[src/rtl/pulpemu_reset_seq_pkg.sv]
// Shared types and helpers for the FPGA emulation reset sequencer.
package pulpemu_reset_pkg;

  localparam int RESET_COUNT_W = 8;

  typedef enum logic [1:0] {
    S_LOCK_WAIT = 2'd0,
    S_HOLD      = 2'd1,
    S_JTAG_REL  = 2'd2,
    S_RUN       = 2'd3
  } rst_state_e;

  typedef enum logic [1:0] {
    CAUSE_POR       = 2'd0,
    CAUSE_LOCK_LOSS = 2'd1,
    CAUSE_BUTTON    = 2'd2,
    CAUSE_SW        = 2'd3
  } rst_cause_e;

  function automatic logic [RESET_COUNT_W-1:0] sat_inc(input logic [RESET_COUNT_W-1:0] v);
    return (&v) ? v : v + RESET_COUNT_W'(1);
  endfunction

endpackage

[src/rtl/pulpemu_reset_seq_debounce.sv]
// Two-flop synchroniser plus debouncer: the output level follows the input only
// after it has differed for DEBOUNCE_CYCLES consecutive cycles.
module pulpemu_debounce #(
  parameter int unsigned DEBOUNCE_CYCLES = 16
) (
  input  logic ref_clk,
  input  logic reset,
  input  logic async_in,
  output logic level_out
);

  localparam int unsigned CNT_W = $clog2(DEBOUNCE_CYCLES + 1);

  logic             sync1_q, sync2_q;
  logic [CNT_W-1:0] cnt_q, cnt_d;
  logic             level_q, level_d;

  // NOTE: every always_comb output gets a default first so no path leaves it unassigned (no latch).
  always_comb begin
    cnt_d   = '0;
    level_d = level_q;
    if (sync2_q != level_q) begin
      if (cnt_q == CNT_W'(DEBOUNCE_CYCLES - 1)) begin
        level_d = sync2_q;
      end else begin
        cnt_d = cnt_q + CNT_W'(1);
      end
    end
  end

  // NOTE: non-blocking assignments so every flop samples pre-edge values.
  always_ff @(posedge ref_clk) begin
    if (reset) begin
      sync1_q <= 1'b0;
      sync2_q <= 1'b0;
      cnt_q   <= '0;
      level_q <= 1'b0;
    end else begin
      sync1_q <= async_in;
      sync2_q <= sync1_q;
      cnt_q   <= cnt_d;
      level_q <= level_d;
    end
  end

  assign level_out = level_q;

endmodule

[src/rtl/pulpemu_reset_seq.sv]
// Reset sequencer: waits for a stable clock lock, holds both resets, releases the
// TAP reset JTAG_LEAD cycles ahead of the SoC reset, and records the last cause.
module pulpemu_reset_seq
  import pulpemu_reset_pkg::*;
#(
  parameter int unsigned DEBOUNCE_CYCLES = 16,
  parameter int unsigned LOCK_STABLE     = 8,
  parameter int unsigned HOLD_CYCLES     = 32,
  parameter int unsigned JTAG_LEAD       = 4
) (
  input  logic                     ref_clk,
  input  logic                     reset,
  input  logic                     pad_reset_btn,
  input  logic                     clk_locked,
  input  logic                     sw_reset_req,
  output logic                     soc_reset_n,
  output logic                     jtag_trst_n,
  output logic [1:0]               seq_state,
  output logic [1:0]               last_cause,
  output logic [RESET_COUNT_W-1:0] reset_count
);

  localparam int unsigned LOCK_W = $clog2(LOCK_STABLE + 1);
  localparam int unsigned HOLD_W = $clog2(HOLD_CYCLES + 1);
  localparam int unsigned LEAD_W = $clog2(JTAG_LEAD + 1);

  logic btn_db;
  logic lsync1_q, lsync2_q;
  logic locked_s;

  rst_state_e              state_q, state_d;
  rst_cause_e              cause_q, cause_d;
  logic [LOCK_W-1:0]       lock_cnt_q, lock_cnt_d;
  logic [HOLD_W-1:0]       hold_cnt_q, hold_cnt_d;
  logic [LEAD_W-1:0]       lead_cnt_q, lead_cnt_d;
  logic [RESET_COUNT_W-1:0] count_q, count_d;
  logic                    soc_q, soc_d;
  logic                    jtag_q, jtag_d;
  logic                    btn_prev_q;
  logic                    btn_rise;

  pulpemu_debounce #(
    .DEBOUNCE_CYCLES(DEBOUNCE_CYCLES)
  ) u_btn_debounce (
    .ref_clk  (ref_clk),
    .reset    (reset),
    .async_in (pad_reset_btn),
    .level_out(btn_db)
  );

  assign locked_s = lsync2_q;
  assign btn_rise = btn_db & ~btn_prev_q;

  always_comb begin
    state_d    = state_q;
    cause_d    = cause_q;
    lock_cnt_d = lock_cnt_q;
    hold_cnt_d = hold_cnt_q;
    lead_cnt_d = lead_cnt_q;
    count_d    = count_q;
    soc_d      = soc_q;
    jtag_d     = jtag_q;

    if (state_q != S_LOCK_WAIT && !locked_s) begin
      // Lock loss overrides everything once the sequence has left S_LOCK_WAIT.
      state_d    = S_LOCK_WAIT;
      cause_d    = CAUSE_LOCK_LOSS;
      lock_cnt_d = '0;
      hold_cnt_d = '0;
      lead_cnt_d = '0;
      soc_d      = 1'b0;
      jtag_d     = 1'b0;
      if (state_q == S_RUN) count_d = sat_inc(count_q);
    end else begin
      case (state_q)
        S_LOCK_WAIT: begin
          soc_d  = 1'b0;
          jtag_d = 1'b0;
          if (!locked_s) begin
            lock_cnt_d = '0;
          end else if (lock_cnt_q == LOCK_W'(LOCK_STABLE - 1)) begin
            lock_cnt_d = '0;
            hold_cnt_d = '0;
            state_d    = S_HOLD;
          end else begin
            lock_cnt_d = lock_cnt_q + LOCK_W'(1);
          end
        end
        S_HOLD: begin
          if (btn_db) begin
            hold_cnt_d = '0;
          end else if (hold_cnt_q == HOLD_W'(HOLD_CYCLES - 1)) begin
            hold_cnt_d = '0;
            lead_cnt_d = '0;
            jtag_d     = 1'b1;
            state_d    = S_JTAG_REL;
          end else begin
            hold_cnt_d = hold_cnt_q + HOLD_W'(1);
          end
        end
        S_JTAG_REL: begin
          if (lead_cnt_q == LEAD_W'(JTAG_LEAD - 1)) begin
            lead_cnt_d = '0;
            soc_d      = 1'b1;
            state_d    = S_RUN;
          end else begin
            lead_cnt_d = lead_cnt_q + LEAD_W'(1);
          end
        end
        S_RUN: begin
          if (btn_rise || sw_reset_req) begin
            cause_d    = btn_rise ? CAUSE_BUTTON : CAUSE_SW;
            state_d    = S_HOLD;
            hold_cnt_d = '0;
            soc_d      = 1'b0;
            jtag_d     = 1'b0;
            count_d    = sat_inc(count_q);
          end
        end
        default: state_d = S_LOCK_WAIT;
      endcase
    end
  end

  always_ff @(posedge ref_clk) begin
    if (reset) begin
      lsync1_q   <= 1'b0;
      lsync2_q   <= 1'b0;
      state_q    <= S_LOCK_WAIT;
      cause_q    <= CAUSE_POR;
      lock_cnt_q <= '0;
      hold_cnt_q <= '0;
      lead_cnt_q <= '0;
      count_q    <= '0;
      soc_q      <= 1'b0;
      jtag_q     <= 1'b0;
      btn_prev_q <= 1'b0;
    end else begin
      lsync1_q   <= clk_locked;
      lsync2_q   <= lsync1_q;
      state_q    <= state_d;
      cause_q    <= cause_d;
      lock_cnt_q <= lock_cnt_d;
      hold_cnt_q <= hold_cnt_d;
      lead_cnt_q <= lead_cnt_d;
      count_q    <= count_d;
      soc_q      <= soc_d;
      jtag_q     <= jtag_d;
      btn_prev_q <= btn_db;
    end
  end

  assign soc_reset_n = soc_q;
  assign jtag_trst_n = jtag_q;
  assign seq_state   = state_q;
  assign last_cause  = cause_q;
  assign reset_count = count_q;

endmodule

[config.mk]
export PLATFORM = sky130hd
export DESIGN_NAME = pulpemu_reset_seq
export DESIGN_NICKNAME = d
export VERILOG_FILES = /design/src/rtl/pulpemu_reset_seq_pkg.sv /design/src/rtl/pulpemu_reset_seq_debounce.sv /design/src/rtl/pulpemu_reset_seq.sv
export SDC_FILE = /design/constraint.sdc
export NUM_CORES = 1
export LEC_CHECK = 0
export ABC_CLOCK_PERIOD_IN_PS = 2400
export CAP_MARGIN = 20
export CELL_PAD_IN_SITES_DETAIL_PLACEMENT = 1
export CELL_PAD_IN_SITES_GLOBAL_PLACEMENT = 1
export CORE_ASPECT_RATIO = 1.75
export CORE_UTILIZATION = 42
export DETAILED_ROUTE_END_ITERATION = 7
export PLACE_DENSITY_LB_ADDON = 0.1
export SYNTH_ARGS = -nofsm -noshare
export SYNTH_HDL_FRONTEND = slang
export SYNTH_SLANG_ARGS = --single-unit
[constraint.sdc]
create_clock -name ref_clk -period 2.4 [get_ports ref_clk]
set_clock_uncertainty 0.2 [all_clocks]
set_input_delay 0.48 -clock ref_clk [delete_from_list [all_inputs] [get_ports ref_clk]]
set_output_delay 0.48 -clock ref_clk [all_outputs]
set_load 0.01 [all_outputs]
After elaboration in Yosys (flattened, before gate mapping)

Index checks and enable logic that the tools add are counted.

Register bits: 38
Bits in latches: 0
Memory bits (writable): 0
ROM bits: 0
Bits of input ports: 5
Output and inout bits: 14
Word-level logic and storage cells: 94
Memories: 0

Add/subtract/negate cells: 5
Multipliers: 0
Div/mod/pow operators: 0
$lt $le $gt $ge: 0
Eq/ne operators: 14
Shift operators: 0
Mux-type cells: 34
Bitwise logic cells: 3
Reductions and logical operators: 22

Operators by type and width:

| cell                  | count |
|---|---|
| $mux W8               | 5 |
| $mux W6               | 5 |
| $pmux W6 S3           | 1 |
| $mux W2               | 6 |
| $ne A2 B2 Y1 const B  | 5 |
| $mux W3               | 3 |
| $add A8 B1 Y8 const B | 1 |
| $mux W1               | 8 |
| $mux W4               | 2 |
| $pmux W2 S4           | 1 |
| $reduce_and A2 Y1     | 4 |
| $reduce_and A4 Y1     | 2 |
| $reduce_and A8 Y1     | 1 |
| $reduce_bool A2 Y1    | 4 |
| $add A6 B1 Y6 const B | 1 |
| $eq A6 B5 Y1 const B  | 1 |
| $pmux W1 S3           | 2 |
| $pmux W3 S2           | 1 |
| $reduce_and A3 Y1     | 2 |
| $reduce_and A6 Y1     | 1 |
| $reduce_bool A3 Y1    | 2 |
| $add A5 B1 Y5 const B | 1 |
| $eq A5 B4 Y1 const B  | 1 |
| $add A4 B1 Y4 const B | 1 |
| other kinds (15)      | 17 |

Logic depth before layout (Yosys ltp)

Depth in word-level cells: 6
Depth in mapped cells: 8
Mapped depth without buffers: 6

By module

Synthesis repeated with hierarchy kept, for this count alone.

Cell total of the unflattened synthesis: 201
Area total of the unflattened synthesis: 1816.7 sq um

By module, submodules not included:

| module            | times used | cells an instance | area an instance (sq um) | seq. area each (sq um) |
|---|---|---|---|---|
| pulpemu_reset_seq | 1          | 174               | 1530.2                   | 600.6 |
| pulpemu_debounce  | 1          | 27                | 286.5                    | 160.2 |

Worst setup path after synthesis

OpenSTA, ideal clock, no wires.

Path kind: flip-flop to flip-flop
Start point: register state_q[0], in the netlist seq_state[0]
End point: register count_q[5], in the netlist reset_count[5]
Setup time: 0.071 ns
Arrival time: 1.963 ns
Data required time: 2.129 ns
Path slack: 0.167 ns
Stages on the path, launching flop included: 8
Buffers on the path: 1
Period minus slack after synthesis: 2.233 ns
Cells stage by stage: dfxtp_1 > inv_1 > ha_1 > buf_2 > nor2_1 > o311ai_1 > or4_1 > a21oi_1

Cells in the longest elaborated chain, start to end: 4
Elaborated cells on any way between the ends: 6
Those cells by class: eq/ne: 1; mux: 1; reduce/logical: 4

Ends and longest elaborated chain:

| item                         | RTL line                 | text |
|---|---|---|
| start: declaration           | pulpemu_reset_seq.sv:31  | `rst_state_e state_q, state_d;` |
| start signal: assignment     | pulpemu_reset_seq.sv:141 | `state_q <= state_d;` |
| $reduce_bool A2 Y1           | pulpemu_reset_seq.sv:64  | `if (state_q != S_LOCK_WAIT && !locked_s) begin` |
| $logic_and A1 B1 Y1          | pulpemu_reset_seq.sv:64  |  |
| $reduce_bool A2 Y1 (no line) | n/a                      |  |
| $reduce_and A2 Y1 (no line)  | n/a                      |  |
| end signal: assignment       | pulpemu_reset_seq.sv:146 | `count_q <= count_d;` |
| end: declaration             | pulpemu_reset_seq.sv:36  | `logic [RESET_COUNT_W-1:0] count_q, count_d;` |

Parallel ways exist; a longest one is shown, timed or not.
A chain may end at the register's enable or synchronous reset.

Worst setup path after layout

Start point: register state_q[0], in the netlist seq_state[0]
End point: register hold_cnt_q[5]

Cells in the longest elaborated chain, start to end: 3
Elaborated cells on any way between the ends: 12
Those cells by class: eq/ne: 5; mux: 1; reduce/logical: 6

Ends and longest elaborated chain:

| item                                                                   | RTL line                 | text |
|---|---|---|
| $eq A2 B2 Y1 (tied with other cells)                                   | pulpemu_reset_seq.sv:75  | `case (state_q)` |
| $ne A2 B1 Y1 (no line) (tied with other cells)                         | n/a                      |  |
| $reduce_and A4 Y1 (no line) / $reduce_or A2 Y1 (equally long branches) | n/a                      |  |
| end signal: assignment                                                 | pulpemu_reset_seq.sv:144 | `hold_cnt_q <= hold_cnt_d;` |
| end: declaration                                                       | pulpemu_reset_seq.sv:34  | `logic [HOLD_W-1:0] hold_cnt_q, hold_cnt_d;` |

Parallel ways exist; a longest one is shown, timed or not.

==> flow_metrics.py <==
metrics = {
    "route": {
        "wl_per_cell_um": 16.2,
        "routed_via_density": 5.73,
        "firstDrtPassIters": 4,
        "wirelength_um": 4560,
        "drc": 0,
        "via_count": 1615,
        "drt_iter0_drc": 38,
        "drt.antenna.violating_nets": 0,
    },
    "cells_and_area": {
        "area_delta_synth_final_pct": 23.7,
        "drive_gt1_share_pct": 11.6,
        "num_antenna_cells": 0,
        "nFillCells": 496,
        "fin_nets": 249,
        "postLayoutCellArea_um2": 2230,
    },
    "pwr": {
        "combPwrFrac_pct": 14.7,
        "power.switching_w": 0.000369,
        "clkPwrFrac_pct": 38.6,
        "power_leakage_nw": 0.859,
        "pwr_density_cell_nw_per_um2": 636,
        "internal_power_w": 0.00105,
        "vdd_drop_max_uv": 503,
        "seqPwrFrac_pct": 46.7,
        "swShare_pct": 26.1,
        "total_power_w": 0.00142,
    },
    "timing": {
        "hold_viol": 0,
        "relSlewSlack_pct": 56.9,
        "worst_pin_slew_ns": 0.636,
        "rsz0062_at_grt": "false",
        "timing.fmax_mhz": 458,
        "fin_crit_sh_pct": 91.0,
        "setup_tns_ns": 0,
        "min_period_ns": 2.18,
        "finalSetupViolCount": 0,
        "hold_ws_ns": 0.258,
        "drv_slew": 0,
    },
    "worst_setup_path": {
        "crit_family": "simple AND/OR/NAND/NOR gates",
        "crit_type": "flip-flop to flip-flop",
        "endpoint_kind": "flip-flop",
        "slowest_delay_ns": 0.52,
        "crit-reg2reg-launch": "seq_state[0]",
        "start_kind": "flip-flop",
        "arrival_ns": 2.21,
        "crit_fanout": 8,
        "path_buf_inv": 0,
        "path_cells": "ha_1 > nor2b_1 > a221o_1 > or4_1 > a21oi_1",
        "cpMaxStageDelayCell": "or4_1",
        "cp-startpoint": "seq_state[0]",
        "crit_required_ns": 2.43,
    },
    "global_route": {
        "grt_pass1_vias": 1704,
        "grt_pass1_wl_um": 7690,
        "grt_overflow_total": 0,
        "antenna_found_initial": 0,
        "grt_usage_pct": 22.8,
        "grt_start_max_net_pins": 14,
    },
    "cts": {
        "cts.sinks": 38,
        "ctsHoldBuffers": 0,
        "clock_latency_ns": 0.29,
        "cts_root_buffer": "clkbuf_8",
        "cts_tree": "done",
        "cts_max_level": 2,
        "cts_made_buffers": 5,
        "cts_max_path_buffers": 2,
        "clk_pin_slew_ns": 0.08,
    },
    "yosys": {
        "syn_nets": 216,
        "synth_area_leaders": "dfxtp_1 (42%), ha_1 (8.3%), nor2_1 (4.4%), a21oi_1 (4.2%), nor2b_1 (3.5%)",
        "synth_edf_count": 0,
        "syn_area_um2": 1800,
        "synth_ff_type": "dfxtp_1",
        "synth_top_area_share_pct": 42.3,
        "yosysTopAreaCell": "dfxtp_1",
        "syn-mean-instance-area_um2": 9.04,
        "async_flop_share_pct": 0,
        "ys_seq_area_share_pct": 42.3,
        "post-synth-top-count-cell": "dfxtp_1",
        "yosys_warnings": 0,
        "ys_seq_elements": 38,
        "synth_common_cells": "dfxtp_1 (38), nor2_1 (21), a21oi_1 (15)",
        "syn_inst": 199,
        "synth.distinct_cells": 42,
    },
    "floorplanning": {
        "core_um2": 4110,
        "die_w_um": 51.5,
        "chipHeight_um": 88.6,
        "die_area_um2": 4560,
        "rows": 31,
        "io_pins": 19,
        "start_util_pct": 43.8,
    },
    "placed_design": {
        "place.port_buffers": 18,
        "place_congestion": 0.891,
        "hpwl_um": 3590,
        "placed_cell_area_um2": 2110,
    },
    "job": {
        "drv_cap": 0,
    },
    "worst_hold_path": {
        "worstHoldPathType": "flip-flop to flip-flop",
        "min-delay-start": "u_btn_debounce.cnt_q[0]",
    },
    "status": {
        "status": "finished clean",
    },
}
==> worst register-to-register path: stages (launching register included) <==
cell and delay [ns]:
dfxtp_1 0.37, ha_1 0.31, nor2b_1 0.17, a221o_1 0.37, or4_1 0.52, a21oi_1 0.16
==> area by class of cell <==
cell class	instances	area, µm²	area share [%]
Clock buffer	5	68.8	3.09
Clock inverter	3	40.0	1.80
Inverter	10	37.5	1.69
Multi-Input combinational cell	147	987	44.4
Sequential cell	38	761	34.2
Tap cell	49	61.3	2.75
Timing Repair Buffer	30	270	12.1
==> flip-flops by register name, summed over array words and instances (netlist names) <==
register / flops
reset_count: 8
last_cause: 2
lsync1_q: 1
lock_cnt_q: 4
hold_cnt_q: 6
locked_s: 1
u_btn_debounce.level_out: 1
lead_cnt_q: 3
u_btn_debounce.sync1_q: 1
btn_prev_q: 1
soc_reset_n: 1
jtag_trst_n: 1
seq_state: 2
u_btn_debounce.sync2_q: 1
u_btn_debounce.cnt_q: 5
==> worst paths after layout <==
| check | slack, ns | endpoint | cells past startpoint |
|---|---|---|---|
| setup / recovery | 0.22 | hold_cnt_q[5] | 5 |
| hold / removal | 0.26 | u_btn_debounce.cnt_q[0] | 1 |
| setup reg to reg | 0.22 | hold_cnt_q[5] | 5 |
| hold reg to reg | 0.26 | u_btn_debounce.cnt_q[0] | 1 |
==> power groups by stage <==
stage,clock (W),sequential [W],combinational [W]
after floorplan,0,0.000675,0.000108
after global placement,0,0.000674,0.000191
after detailed placement,0,0.000677,0.000202
after CTS,0.000553,0.000662,0.000205
after global routing,0.000581,0.000664,0.000229
final,0.000546,0.000661,0.000208
==> layer usage <==
layer	share of wire, %	wire length, µm	GRT usage, %	vias to the layer above
met2	58	2630	45.1	24
met5	0	0	0	-
met1	37	1670	21.2	795
met4	3.5	158	11.5	0
li1	-	-	-	781
met3	2.0	91	3.95	15
==> layout by cell type, fill, tap and decap left out, types with 6 or more instances in the layout <==
cell type,Yosys,routed
nor2b_1,10,10
nand3_1,9,9
mux2i_1,6,6
buf_4,0,12
clkdlybuf4s50_1,0,18
ha_1,12,12
nor2_1,21,20
inv_1,10,10
nand2_1,11,11
o31ai_1,6,6
a21oi_1,15,15
dfxtp_1,38,38
==> per-stage QoR <==
| stage | util [%] | worst slack, ns | instances |
|---|---|---|---|
| floorplan | - | 0.167 | 199 |
| global placement | 51.4 | 0.0596 | 274 |
| detailed placement | 51.4 | -0.0521 | 274 |
| CTS | 54.1 | 0.161 | 282 |
| global route | 54.1 | 0.0268 | 282 |
| finish | 54.1 | 0.216 | 282 |
==> repair_timing <==
item,4_1_cts,5_1_grt
resized for setup,0,2
buffers inserted,0,0
hold endpoints to repair,0,0
setup endpoints to repair,0,5
==> logic make-up after synthesis <==
family          Yosys count  synth area share, %
compound gates           44                 16.8
xor+xnor                  5                 2.43
fa+ha+maj                12                 8.34
buf+inv                  14                 2.99
flops                    38                 42.3
mux                       8                 4.59
simple gates             78                 22.5
No activity file was read; power rests on OpenSTA's default activity.
